File: config.mk
export PLATFORM = sky130hd
export DESIGN_NAME = font_rom_arbiter
export DESIGN_NICKNAME = d
export VERILOG_FILES = /design/src/rtl/font_rom_arbiter.sv
export SDC_FILE = /design/constraint.sdc
export NUM_CORES = 1
export LEC_CHECK = 0
export BUFFER_PORTS_ARGS = -buffer_cell sky130_fd_sc_hd__buf_4
export CORE_MARGIN = 4
export CORE_UTILIZATION = 41
export DETAILED_ROUTE_END_ITERATION = 10
export PLACE_DENSITY_LB_ADDON = 0.3
export SETUP_SLACK_MARGIN = 0.1
export SYNTH_ARGS = -nofsm -noshare
export SYNTH_HDL_FRONTEND = slang
export SYNTH_SLANG_ARGS = --single-unit
File: constraint.sdc
create_clock -name clk -period 1.8 [get_ports clk]
set_clock_uncertainty 0.15 [all_clocks]
set_input_delay 0.09 -clock clk [delete_from_list [all_inputs] [get_ports clk]]
set_output_delay 0.09 -clock clk [all_outputs]
set_load 0.01 [all_outputs]
File: src/rtl/font_rom_arbiter.sv
// ----------------------------------------------------------------------------
// font_rom_arbiter
//
// Shares one combinational font ROM between four requesters. A requester
// raises req[i] with its bank (req_ad), character (req_sel), start row
// (req_row) and burst length minus one (req_len). A round-robin arbiter
// grants one requester at a time. The winner then owns the ROM for len+1
// consecutive cycles, reading one row per cycle. Each row read comes back one
// cycle later on the rsp_* bus, tagged with the owner's one-hot rsp_valid bit.
//
// Ports
//   clk        : sole clock, rising edge
//   reset      : synchronous, active-low
//   req[3:0]   : level requests, held until granted
//   req_ad     : 2-bit bank per requester,        requester i at [2i+1:2i]
//   req_sel    : 4-bit character per requester,   requester i at [4i+3:4i]
//   req_row    : 4-bit start row per requester,   requester i at [4i+3:4i]
//   req_len    : 4-bit length-1 per requester,    requester i at [4i+3:4i]
//   gnt[3:0]   : one-hot, one-cycle grant pulse
//   busy       : high while a burst owns the ROM
//   rom_ad/rom_sel/rom_row : registered address to the shared ROM
//   rom_data   : combinational ROM row for the current address
//   rsp_valid  : one-hot owner tag for rsp_data
//   rsp_data   : registered ROM row
//   rsp_row    : row index of rsp_data
//   rsp_last   : final row of a burst
// ----------------------------------------------------------------------------
module font_rom_arbiter #(
    parameter int          DATA_W   = 8,
    parameter logic [3:0]  IDLE_SEL = 4'd15
) (
    input  logic              clk,
    input  logic              reset,
    input  logic [3:0]        req,
    input  logic [7:0]        req_ad,
    input  logic [15:0]       req_sel,
    input  logic [15:0]       req_row,
    input  logic [15:0]       req_len,
    output logic [3:0]        gnt,
    output logic              busy,
    output logic [1:0]        rom_ad,
    output logic [3:0]        rom_sel,
    output logic [3:0]        rom_row,
    input  logic [DATA_W-1:0] rom_data,
    output logic [3:0]        rsp_valid,
    output logic [DATA_W-1:0] rsp_data,
    output logic [3:0]        rsp_row,
    output logic              rsp_last
);

    typedef enum logic {
        IDLE  = 1'b0,
        BURST = 1'b1
    } state_t;

    state_t              state_q,     state_d;
    logic [1:0]          ptr_q,       ptr_d;
    logic [3:0]          gnt_q,       gnt_d;
    logic [1:0]          owner_q,     owner_d;
    logic [3:0]          len_q,       len_d;
    logic [3:0]          cnt_q,       cnt_d;
    logic [1:0]          rom_ad_q,    rom_ad_d;
    logic [3:0]          rom_sel_q,   rom_sel_d;
    logic [3:0]          rom_row_q,   rom_row_d;
    logic [3:0]          rsp_valid_q, rsp_valid_d;
    logic [DATA_W-1:0]   rsp_data_q,  rsp_data_d;
    logic [3:0]          rsp_row_q,   rsp_row_d;
    logic                rsp_last_q,  rsp_last_d;

    // Round-robin search upward from pointer p. Returns {found, index}.
    function automatic logic [2:0] rr_pick(input logic [3:0] r, input logic [1:0] p);
        logic [2:0] res;
        logic [1:0] cand;
        res = 3'b000;
        for (int j = 0; j < 4; j++) begin
            cand = p + 2'(j);
            if (!res[2] && r[cand]) begin
                res = {1'b1, cand};
            end
        end
        return res;
    endfunction

    logic [3:0]  eff_req;
    logic [2:0]  pick;
    logic        pick_found;
    logic [1:0]  pick_idx;
    logic        last_issue;
    logic [7:0]  ad_sh;
    logic [15:0] sel_sh;
    logic [15:0] row_sh;
    logic [15:0] len_sh;

    // A requester is still allowed to hold req during its own gnt cycle;
    // that cycle must not count as a fresh request.
    assign eff_req    = req & ~gnt_q;
    assign pick       = rr_pick(eff_req, ptr_q);
    assign pick_found = pick[2];
    assign pick_idx   = pick[1:0];
    assign last_issue = (state_q == BURST) && (cnt_q == len_q);

    // Field selection for the winning requester.
    assign ad_sh  = req_ad  >> {pick_idx, 1'b0};
    assign sel_sh = req_sel >> {pick_idx, 2'b00};
    assign row_sh = req_row >> {pick_idx, 2'b00};
    assign len_sh = req_len >> {pick_idx, 2'b00};

    always_comb begin
        state_d     = state_q;
        ptr_d       = ptr_q;
        gnt_d       = 4'b0000;
        owner_d     = owner_q;
        len_d       = len_q;
        cnt_d       = cnt_q;
        rom_ad_d    = rom_ad_q;
        rom_sel_d   = rom_sel_q;
        rom_row_d   = rom_row_q;
        rsp_valid_d = 4'b0000;
        rsp_data_d  = rsp_data_q;
        rsp_row_d   = rsp_row_q;
        rsp_last_d  = 1'b0;

        // Every BURST cycle issues one row; capture it for the response bus.
        if (state_q == BURST) begin
            rsp_valid_d = 4'b0001 << owner_q;
            rsp_data_d  = rom_data;
            rsp_row_d   = rom_row_q;
            rsp_last_d  = (cnt_q == len_q);
            if (cnt_q != len_q) begin
                cnt_d     = cnt_q + 4'd1;
                rom_row_d = rom_row_q + 4'd1;   // 15 -> 0 wrap is intended
            end
        end

        // Arbitrate in IDLE and at the end of the last row, so back-to-back
        // bursts need no idle bubble.
        if (state_q == IDLE || last_issue) begin
            if (pick_found) begin
                state_d   = BURST;
                gnt_d     = 4'b0001 << pick_idx;
                owner_d   = pick_idx;
                ptr_d     = pick_idx + 2'd1;
                len_d     = len_sh[3:0];
                cnt_d     = 4'd0;
                rom_ad_d  = ad_sh[1:0];
                rom_sel_d = sel_sh[3:0];
                rom_row_d = row_sh[3:0];
            end else begin
                state_d   = IDLE;
                rom_ad_d  = 2'd1;
                rom_sel_d = IDLE_SEL;
                rom_row_d = 4'd0;
            end
        end
    end

    always_ff @(posedge clk) begin
        if (!reset) begin
            state_q     <= IDLE;
            ptr_q       <= 2'd0;
            gnt_q       <= 4'b0000;
            owner_q     <= 2'd0;
            len_q       <= 4'd0;
            cnt_q       <= 4'd0;
            rom_ad_q    <= 2'd1;
            rom_sel_q   <= IDLE_SEL;
            rom_row_q   <= 4'd0;
            rsp_valid_q <= 4'b0000;
            rsp_data_q  <= '0;
            rsp_row_q   <= 4'd0;
            rsp_last_q  <= 1'b0;
        end else begin
            state_q     <= state_d;
            ptr_q       <= ptr_d;
            gnt_q       <= gnt_d;
            owner_q     <= owner_d;
            len_q       <= len_d;
            cnt_q       <= cnt_d;
            rom_ad_q    <= rom_ad_d;
            rom_sel_q   <= rom_sel_d;
            rom_row_q   <= rom_row_d;
            rsp_valid_q <= rsp_valid_d;
            rsp_data_q  <= rsp_data_d;
            rsp_row_q   <= rsp_row_d;
            rsp_last_q  <= rsp_last_d;
        end
    end

    assign gnt       = gnt_q;
    assign busy      = (state_q == BURST);
    assign rom_ad    = rom_ad_q;
    assign rom_sel   = rom_sel_q;
    assign rom_row   = rom_row_q;
    assign rsp_valid = rsp_valid_q;
    assign rsp_data  = rsp_data_q;
    assign rsp_row   = rsp_row_q;
    assign rsp_last  = rsp_last_q;

endmodule

==> impl_metrics.tcl <==
set metrics [dict create \
    outcome "complete, but fails checks" \
    violations "negative setup slack" \
    clock-sinks 44 \
    syn_area_um2 2060 \
    synth_edf_count 0 \
    core_um2 4790 \
    insertion_delay_ns 0.29 \
    timing.final.ws_setup_ns -0.167 \
    fin_crit_sh 1.09 \
    relSlewSlack 0.671 \
    first_pass_iters 4 \
    hold_viol 0 \
    numCtsBuffers 5 \
    via_count 2244 \
    mostFrequentLayoutCells "buf_4 (117), dlygate4sd3_1 (41), mux2i_1 (40), dfxtp_1 (39), nor2_1 (21)" \
    n_antenna_cell 0 \
    numPortBuffers 101 \
    layout_commonest_cell "buf_4" \
    wl_per_cell_um 15.7 \
    syn_inst 210 \
    path_clk_slew_ns 0.08 \
    pre_cts_slack_ns -0.178 \
    layout-drive-gt1-share 0.425 \
    dieArea_um2 6230 \
    drt-initial-drc-count 116 \
    power_density_nw_per_um2 1270 \
    critPathLaunchType "flip-flop" \
    ir_drop_uv 842 \
    start_util 0.431 \
    ios 102 \
    synth_warnings 0 \
    cp-end-kind "flip-flop" \
    postSynthAreaPerCell_um2 9.82 \
    hpwl_um 4400 \
    synthFlopType "dfxtp_1" \
    p_leak_nw 1.73 \
    grt_util_all_layers 0.224 \
    critical_path_arrival_ns 1.98 \
    syn_nets 282 \
    grt.overflow.total 0 \
    path_max_fanout 5 \
    async_reset_ff_frac 0 \
    ys_seq_area_frac 0.427 \
    die_y_um 78.9 \
    yosys_register_bits 44 \
    nets 443 \
    grt_pass1_wl_um 11100 \
    globalplace.congestion 0.745 \
    drcViolationCount 0 \
    die_w_um 78.9 \
    antenna_found_initial 0 \
    num_rows 25 \
    final_max_slew_viol_count 0 \
    hold_path_class "input port to flip-flop" \
    wirelength_um 6900 \
    setup_tns_ns -2.40 \
    total_power_w 0.00466 \
    setup_viol 22 \
    syn2layout_area_growth_pct 77.9 \
    worstHoldStart "req_row[2]" \
    crit_required_ns 1.81 \
    worstSetupStartpoint "len_q[2]" \
    synth_cell_types 38 \
    vias_per_cell 5.11 \
    finalCriticalPeriod_ns 1.97 \
    fmax_ghz 0.508 \
    tightest_slew_ns 0.493 \
    grt_max_degree 33 \
    rsz0062_at_grt "true" \
    clockRootBuffer "clkbuf_8" \
    grt_pass1_vias 2432 \
    crit_type "flip-flop to flip-flop" \
    clockBufferDepth 2 \
    cts_tree "done" \
    ctsHtreeMaxLevel 2 \
    maxCapViolCount 0 \
    ant_nets 0 \
    r2r-start "len_q[2]" \
]
## where the power goes
part / switching (W) / internal (W)
Clock: 0.000327 / 0.000311
Sequential: 0.000222 / 0.00126
Combinational: 0.00124 / 0.00131
Total: 0.00179 / 0.00288
## metal layers
| metal | wire (µm) | global-route usage |
|---|---|---|
| met5 | 0 | 0 |
| met4 | 169 | 0.0859 |
| met3 | 468 | 0.0624 |
| met2 | 3600 | 0.411 |
| met1 | 2660 | 0.244 |
## critical path, cell delays in order (launching register included)
cell,delay (ns)
dfxtp_2,0.33
xor2_1,0.17
o41a_1,0.49
or3_4,0.40
nor2_4,0.18
a221oi_1,0.12
## cells in the mapped netlist, drive strengths merged (2+ instances only)
library cell,count,area share
o21ai,3,0.0073
or2,2,0.0061
a221oi,5,0.021
and4,2,0.0085
mux2i,40,0.19
xnor2,2,0.0085
nor2,24,0.052
o221ai,9,0.038
clkbuf,3,0.0055
nor2b,3,0.0091
nand2,12,0.022
dfxtp,44,0.43
buf,6,0.015
ha,2,0.012
nor3b,5,0.018
nand3,12,0.034
nand2b,6,0.018
a21oi,8,0.021
nor3,3,0.0073
xor2,7,0.030
## metrics by stage
| step | instance area, µm² | hold slack (ns) | instances | util |
|---|---|---|---|---|
| after detailed placement | 3040 | 0.190 | 390 | 0.635 |
| after global placement | 3040 | 0.171 | 390 | 0.635 |
| after CTS | 3630 | 0.00132 | 439 | 0.759 |
| final | 3670 | 0.00890 | 439 | 0.767 |
| after floorplan | 2080 | 0.0873 | 210 | - |
| after global routing | 3670 | 0.00645 | 439 | 0.767 |
## cells by family (layout without fill, tap and decap cells)
family / Yosys count / in the layout / synth area share
and+or+nand+nor: 73 / 73 / 0.190
AOI/OAI and AO/OA: 32 / 32 / 0.116
muxes: 40 / 40 / 0.194
buffers and inverters: 10 / 172 / 0.0224
DFF: 44 / 44 / 0.427
adders and majority gates: 2 / 2 / 0.0121
xor gates and xnor gates: 9 / 9 / 0.0382
## repair_timing
item / in CTS / in global routing
pin swaps: 5 / 3
hold buffers: 41 / 0
setup buffers: 0 / 0
gates resized for setup: 20 / 8
hold endpoints to repair: 21 / 0
gates cloned: 0 / 0
setup endpoints to repair: 26 / 27
## flip-flops by register name, indices dropped and copies added, names as in the netlist
signal     cells
len_q          4
gnt            4
rsp_data       8
owner_q        2
rsp_row        4
rsp_valid      4
rom_sel        4
busy           1
rom_ad         2
ptr_q          2
rsp_last       1
rom_row        4
cnt_q          4
## area by class of cell
type                            instances  area, µm²
Clock buffer                            6       82.6
Timing Repair Buffer                  163       1350
Multi-Input combinational cell        156       1240
Tap cell                               67       83.8
Clock inverter                          2       15.0
Sequential cell                        44        887
Fill cell                             301       1110
Inverter                                1       3.75
## path summary, 6_finish.rpt
path / to / depth (start not counted) / slack (ns)
worst max-delay path: rom_sel[3] / 5 / -0.17
worst min-delay path: rom_row[2] / 3 / 0.009
worst min register to register: rom_ad[1] / 2 / 0.32
worst max register to register: rom_sel[3] / 5 / -0.17
No activity file was read; power rests on OpenSTA's default activity.
